## src/rtl/mem_arb_ctrl.sv

```systemverilog
// Two-requester arbitrated controller for an internal DEPTH x DATA_W register memory.
// Define MEM_ARB_FIXED_PRIO_EN for fixed priority (requester 0 wins); default is round-robin.
module mem_arb_ctrl #(
    parameter int unsigned DATA_W = 8,
    parameter int unsigned ADDR_W = 3
) (
    input  logic              clk,
    input  logic              rst,
    input  logic              req0,
    input  logic              req1,
    input  logic              we0,
    input  logic              we1,
    input  logic [ADDR_W-1:0] addr0,
    input  logic [ADDR_W-1:0] addr1,
    input  logic [DATA_W-1:0] wdata0,
    input  logic [DATA_W-1:0] wdata1,
    output logic              gnt0,
    output logic              gnt1,
    output logic              rvalid0,
    output logic              rvalid1,
    output logic [DATA_W-1:0] rdata,
    output logic              busy
);

    localparam int unsigned Depth = 1 << ADDR_W;

    typedef enum logic [1:0] {StIdle, StAccess, StDone} state_e;

    state_e              state_q;
    logic                owner_q;
    logic                we_q;
    logic [ADDR_W-1:0]   addr_q;
    logic [DATA_W-1:0]   wdata_q;
    logic [DATA_W-1:0]   rdata_q;
    logic                gnt0_q, gnt1_q, rvalid0_q, rvalid1_q, busy_q;
    logic [DATA_W-1:0]   mem_q [Depth];

    logic                any_req;
    logic                win_d;
    logic                we_d;
    logic [ADDR_W-1:0]   addr_d;
    logic [DATA_W-1:0]   wdata_d;

`ifdef MEM_ARB_FIXED_PRIO_EN
    always_comb begin
        win_d = ~req0;
    end
`else
    logic last_q;

    // last_q names the requester served most recently; the other one wins a tie.
    always_comb begin
        win_d = (req0 & req1) ? ~last_q : ~req0;
    end

    always_ff @(posedge clk or negedge rst) begin
        if (!rst) begin
            last_q <= 1'b1;
        end else if ((state_q != StAccess) && any_req) begin
            last_q <= win_d;
        end
    end
`endif

    always_comb begin
        any_req = req0 | req1;
        we_d    = win_d ? we1 : we0;
        addr_d  = win_d ? addr1 : addr0;
        wdata_d = win_d ? wdata1 : wdata0;
    end

    // DONE arbitrates like IDLE so continuous requests get one access every two cycles.
    always_ff @(posedge clk or negedge rst) begin
        if (!rst) begin
            state_q   <= StIdle;
            owner_q   <= 1'b0;
            we_q      <= 1'b0;
            addr_q    <= '0;
            wdata_q   <= '0;
            rdata_q   <= '0;
            gnt0_q    <= 1'b0;
            gnt1_q    <= 1'b0;
            rvalid0_q <= 1'b0;
            rvalid1_q <= 1'b0;
            busy_q    <= 1'b0;
            for (int unsigned i = 0; i < Depth; i++) begin
                mem_q[i] <= '0;
            end
        end else begin
            gnt0_q    <= 1'b0;
            gnt1_q    <= 1'b0;
            rvalid0_q <= 1'b0;
            rvalid1_q <= 1'b0;
            case (state_q)
                StIdle, StDone: begin
                    if (any_req) begin
                        state_q <= StAccess;
                        owner_q <= win_d;
                        we_q    <= we_d;
                        addr_q  <= addr_d;
                        wdata_q <= wdata_d;
                        gnt0_q  <= ~win_d;
                        gnt1_q  <= win_d;
                        busy_q  <= 1'b1;
                    end else begin
                        state_q <= StIdle;
                        busy_q  <= 1'b0;
                    end
                end
                StAccess: begin
                    if (we_q) begin
                        mem_q[addr_q] <= wdata_q;
                    end else begin
                        rdata_q   <= mem_q[addr_q];
                        rvalid0_q <= ~owner_q;
                        rvalid1_q <= owner_q;
                    end
                    state_q <= StDone;
                    busy_q  <= 1'b1;
                end
                default: begin
                    state_q <= StIdle;
                    busy_q  <= 1'b0;
                end
            endcase
        end
    end

    assign gnt0    = gnt0_q;
    assign gnt1    = gnt1_q;
    assign rvalid0 = rvalid0_q;
    assign rvalid1 = rvalid1_q;
    assign rdata   = rdata_q;
    assign busy    = busy_q;

endmodule

```

## config.mk

```make
export PLATFORM = sky130hd
export DESIGN_NAME = mem_arb_ctrl
export DESIGN_NICKNAME = d
export VERILOG_FILES = /design/src/rtl/mem_arb_ctrl.sv
export SDC_FILE = /design/constraint.sdc
export NUM_CORES = 1
export LEC_CHECK = 0
export ABC_CLOCK_PERIOD_IN_PS = 1700
export CAP_MARGIN = 10
export CORE_ASPECT_RATIO = 0.9
export CORE_MARGIN = 5
export CORE_UTILIZATION = 63
export DETAILED_ROUTE_END_ITERATION = 8
export DONT_BUFFER_PORTS = 1
export PLACE_DENSITY = 0.8
export SETUP_SLACK_MARGIN = 0.4
export SLEW_MARGIN = 10
export SYNTH_ARGS = -nofsm -noshare
export SYNTH_HDL_FRONTEND = slang
export SYNTH_SLANG_ARGS = --single-unit
```

## constraint.sdc

```tcl
create_clock -name clk -period 1.7 [get_ports clk]
set_input_delay 0.17 -clock clk [delete_from_list [all_inputs] [get_ports clk]]
set_output_delay 0.17 -clock clk [all_outputs]
set_load 0.01 [all_outputs]
```

Word level (Yosys, flattened, before mapping)
Cells that the tools add are included.
- word-level logic and storage cells: 62
- flip-flop bits (word level): 93
- input bits: 28
- output and inout port bits: 13
- magnitude comparators: 2
- equality and inequality tests: 3
- bitwise operators: 8
- multiplexer cells: 22
- reduce and logical (&&, ||, !) cells: 7
- operators with widths (operator ; count):
    64-bit bitwise mux ; 1
    8-bit two-way mux ; 4
    8-bit binary-select mux with 3-bit select ; 1
    8-bit demux with 3-bit select ; 1
    1-bit two-way mux ; 12
    2-bit AND reduction ; 3
    1-bit NOT ; 5
    4-bit >= comparator, second input constant ; 1
    4-bit by 1-bit < comparator with 1-bit output, second input constant ; 1
    3-bit NOT with 4-bit output ; 1
    2-bit case mux with 2 select lines ; 1
    3-bit two-way mux ; 1
    2-bit by 1-bit equality test with 1-bit output, second input constant ; 1
    2-bit equality test, second input constant ; 1
    1-bit logical AND ; 2
    2-bit logical NOT ; 1
    2-bit by 1-bit inequality test with 1-bit output, second input constant ; 1
    1-bit case mux with 2 select lines ; 1
    2-bit OR reduction ; 1
    1-bit bitwise AND ; 1
    1-bit OR ; 1

Depth between registers and ports, before layout
- depth after elaboration: 6
- depth in mapped cells: 6
- depth with buffers taken out: 4

Worst setup path before layout
OpenSTA, ideal clock, no wires.
- path kind: flip-flop to flip-flop
- from: register addr_q[2]
- to: register mem_q[32] in the netlist's numbering
- stages on the path, launching flop included: 5
- required time: 1.575 ns
- slack: 0.184 ns
- clock period less this slack: 1.516 ns
- buffers on the path: 2
- library setup time: 0.125 ns
- arrival: 1.391 ns
- cell sequence: dfrtp_1 buf_4 buf_4 nor3b_4 mux2_2
- cells in the longest elaborated chain, start to end: 6
- elaborated cells on any way between the ends: 7
- classes of those cells: order compare: 2; mux: 3; bitwise: 1; reduce/logical: 1
- RTL lines (item ; line ; RTL):
    start: declaration ; 32 ; logic [ADDR_W-1:0] addr_q;
    start signal: assignment ; 100 ; addr_q <= addr_d;
    3-bit NOT with 4-bit output (not written as such) * ; 112 ; mem_q[addr_q] <= wdata_q;
    4-bit >= comparator (not written as such) or 4-bit by 1-bit < comparator with 1-bit output (tied branches) ; 112 ;
    1-bit logical AND (not written as such) ; 112 ;
    8-bit two-way mux (not written as such) ; 112 ;
    8-bit demux with 3-bit select * ; 112 ;
    64-bit bitwise mux * ; 112 ;
    end signal: indexed assignment ; 112 ;
    end: declaration ; 36 ; logic [DATA_W-1:0] mem_q [Depth];
Every way passes the cells marked *; elsewhere a longest branch is shown, timed or not.
A chain may end at the register's enable or synchronous reset.

Worst setup path after layout
- from: register addr_q[0]
- to: register mem_q[41] in the netlist's numbering
Same word-level chain as after synthesis.

==> reports/qor.csv <==
metric,value,unit
flop2flop setup slack,0.11,ns
failing checks,hold timing,
first-pass GRT wire length,15300,um
"Seq/Total Area, Yosys",0.544,
Final Worst Setup Slack,0.115,ns
period utilization,0.933,
core area,6590,um^2
slew margin rel.,0.560,
Clock power frac,0.168,
leakage,2.39,nW
"Net Count, Synth",335,
unrepaired setup endpoints after global routing,yes,
Worst Setup SP,addr_q[0]$_DFFE_PN0P_,
TritonCTS buffer count,9,
Total Routed Length,10300,um
hold slack,-0.511,ns
status,"complete, but fails checks",
initial core utilization,0.649,
Rows,28,
Synth Flop Type,dfrtp_1,
CP Cell Sequence,"and4bb_1, buf_6, nand3b_4, mux2_1",
Placer Congestion,0.753,
DP Area,4440,um^2
Sw Ratio,0.319,
"area leader, netlist",dfrtp_1,
WP data required,1.95,ns
sequential share of power,0.495,
final core utilization,0.797,
max-slew violations,0,
largest cells by area after synthesis,"dfrtp_1 (54%), mux2_2 (17%), mux2i_1 (7.5%)",
"Cell Area, Synth",4280,um^2
WL/cell,22.8,um
MaxCap Viol Count,0,
Yosys cell types,35,
number of synthesized flops with an enable pin,0,
# IOs,41,
Setup Slack @ Placement,0.0881,ns
die span in y,88.2,um
Max Clk Rate,631,MHz
DR vias,2788,
Sink Count,93,
"CTS clk-pin slew, worst paths",0.09,ns
vias per inst,6.15,
fin area,5250,um^2
Worst Tran Pin Value,0.661,ns
Max clock buf depth,2,
Setup-failing EPs final,0,
Yosys reg bits,93,
synth cell count leaders,"dfrtp_1 (92), mux2_2 (63), mux2i_1 (32)",
Layout area overhead,22.8,%
DP Wirelength,5680,um
largest stage delay on the critical path,0.48,ns
CP endpoint kind,flop,
"Clk Latency, worst-skew pair",0.37,ns
P_int,0.00549,W
most frequent cell after synthesis,dfrtp_1,
IO buf count,0,
H-tree Lvls,3,
power per cell area,1530,nW/um^2
Critical Path Stages,4,
crit path time final,1.59,ns
Syn Area/Cell,13.9,um^2
YS warnings,0,
die area,8540,um^2
Reg-to-Reg End,mem_q[41]$_DFFE_PN0P_,
fraction of layout cells with a size suffix above 1,0.428,
Layout Nets,385,
DRC viols,0,
Fin Clk Skew,0.0119,ns
Die Width,96.8,um
Arrival @ worst endpoint,1.84,ns
r2r startpoint,addr_q[0]$_DFFE_PN0P_,
antenna violations before repair,1,
Iter 0 DRT Violations,236,
pin count of the biggest net entering global routing,94,
Fin. Hold Viols,94,
Async SR Flop Fraction,1.00,
Hold Path Class,input pin to async pin,
GRT Overall Usage,0.238,
CTS tree,yes,
sw power,0.00257,W
Top Family by Delay on Critical Path,flip-flops,
number of global-route vias before repair,2880,
Syn Inst Count,307,
CP Buf/Inv Count,1,
Detail Route Antenna Nets,0,
Synth top area share,0.538,
Clock Tree Root,clkbuf_8,
Pre-Repair DR Iteration Count,4,
CP startpoint kind,flop,
"Slowest-stage cell, CP",dfrtp_2,
Final TNS setup,0,ns
Crit Path Max Fanout,8,
R2R cell count,4,
Gate power share,0.337,
crit path to,mem_q[41]$_DFFE_PN0P_,
GRT overflow,0,
peak supply drop,0.922,mV
Setup Crit Path Kind,flop to flop,
==> area by class of cell <==
cell class | instances | area (um^2)
well taps | 90 | 113
flip-flops and latches | 93 | 2330
diodes | 1 | 2.50
repair buffers | 56 | 591
clock inverters | 2 | 10.0
inverters | 3 | 11.3
multi-input cells | 194 | 2030
clock buffers | 14 | 163
fillers | 367 | 1340
==> worst min path at each step <==
stage,endpoint,cells after the start,slack [ns]
after detailed placement,mem_q[55]$_DFFE_PN0P_,0,-0.12
after global routing,mem_q[52]$_DFFE_PN0P_,0,-0.55
final,mem_q[52]$_DFFE_PN0P_,0,-0.51
after floorplan,addr_q[0]$_DFFE_PN0P_,0,-0.13
after global placement,mem_q[63]$_DFFE_PN0P_,0,-0.12
after CTS,rdata[7]$_DFFE_PN0P_,0,-0.52
==> cell families after synthesis <==
logic type             count (synthesis)  synth area share
AOI/OAI and AO/OA                     36            0.0535
buffers and inverters                 20            0.0319
DFF                                   93             0.544
muxes                                104             0.286
and+or+nand+nor                       54            0.0846
==> sequential cells by signal, summed over array words and instances, names as in the netlist <==
register and flops:
mem_q 64, rvalid1 1, we_q 1, last_q 1, gnt1 1, state_q 2
busy 1, owner_q 1, rdata 8, gnt0 1, addr_q 3, rvalid0 1
wdata_q 8
==> per-stage QoR <==
stage               std cells  total power (W)  hold slack (ns)
global placement          397          0.00603           -0.122
global route              453          0.00851           -0.551
floorplan                 307          0.00563           -0.126
CTS                       441          0.00775           -0.521
finish                    453          0.00805           -0.511
detailed placement        397          0.00619           -0.122
==> worst register-to-register path: stages, from the launching register on <==
cell,delay [ns]
dfrtp_2,0.48
and4bb_1,0.31
buf_6,0.15
nand3b_4,0.16
mux2_1,0.36
==> power by group through the flow <==
stage	registers [W]	logic (W)	clock network [W]
floorplan	0.00368	0.00195	0
global placement	0.00388	0.00215	0
detailed placement	0.00395	0.00224	0
CTS	0.00392	0.00248	0.00134
global route	0.00412	0.00291	0.00148
finish	0.00398	0.00272	0.00135
==> cell usage in the layout, fill, tap and decap left out, types with 2 or more instances in the layout <==
| master | instances |
|---|---|
| nand3b_4 | 2 |
| dlygate4sd3_1 | 24 |
| nor2_2 | 6 |
| buf_8 | 2 |
| clkinv_2 | 2 |
| nor3_1 | 2 |
| buf_6 | 14 |
| inv_1 | 2 |
| nand3_1 | 12 |
| mux2_2 | 35 |
| a31oi_2 | 2 |
| mux2i_1 | 32 |
| a31oi_4 | 2 |
| clkbuf_1 | 3 |
| buf_4 | 12 |
| clkbuf_8 | 11 |
| a31oi_1 | 9 |
| nor2_1 | 15 |
| mux4_2 | 8 |
| nor3b_4 | 2 |
| buf_12 | 3 |
| o21ai_0 | 11 |
| a21oi_2 | 8 |
| nor2_4 | 3 |
| dfrtp_1 | 87 |
| mux2_4 | 28 |
| dfrtp_2 | 5 |
| nand2_1 | 2 |
| a21oi_1 | 2 |
==> per-layer routing <==
| layer | GRT usage | part of all wire |
|---|---|---|
| met4 | 0.114 | 0.026 |
| met5 | 0 | 0 |
| met1 | 0.297 | 0.41 |
| met3 | 0.0581 | 0.062 |
| met2 | 0.397 | 0.50 |
==> repair_timing <==
action | in CTS | in global routing
setup buffers | 4 | 10
resized for setup | 31 | 44
pin swaps | 3 | 2
endpoints found under the setup margin | 84 | 87
hold endpoints to repair | 108 | 94
hold buffers | 24 | 1
gates cloned | 0 | 0
(Power assumes the default switching activity.)
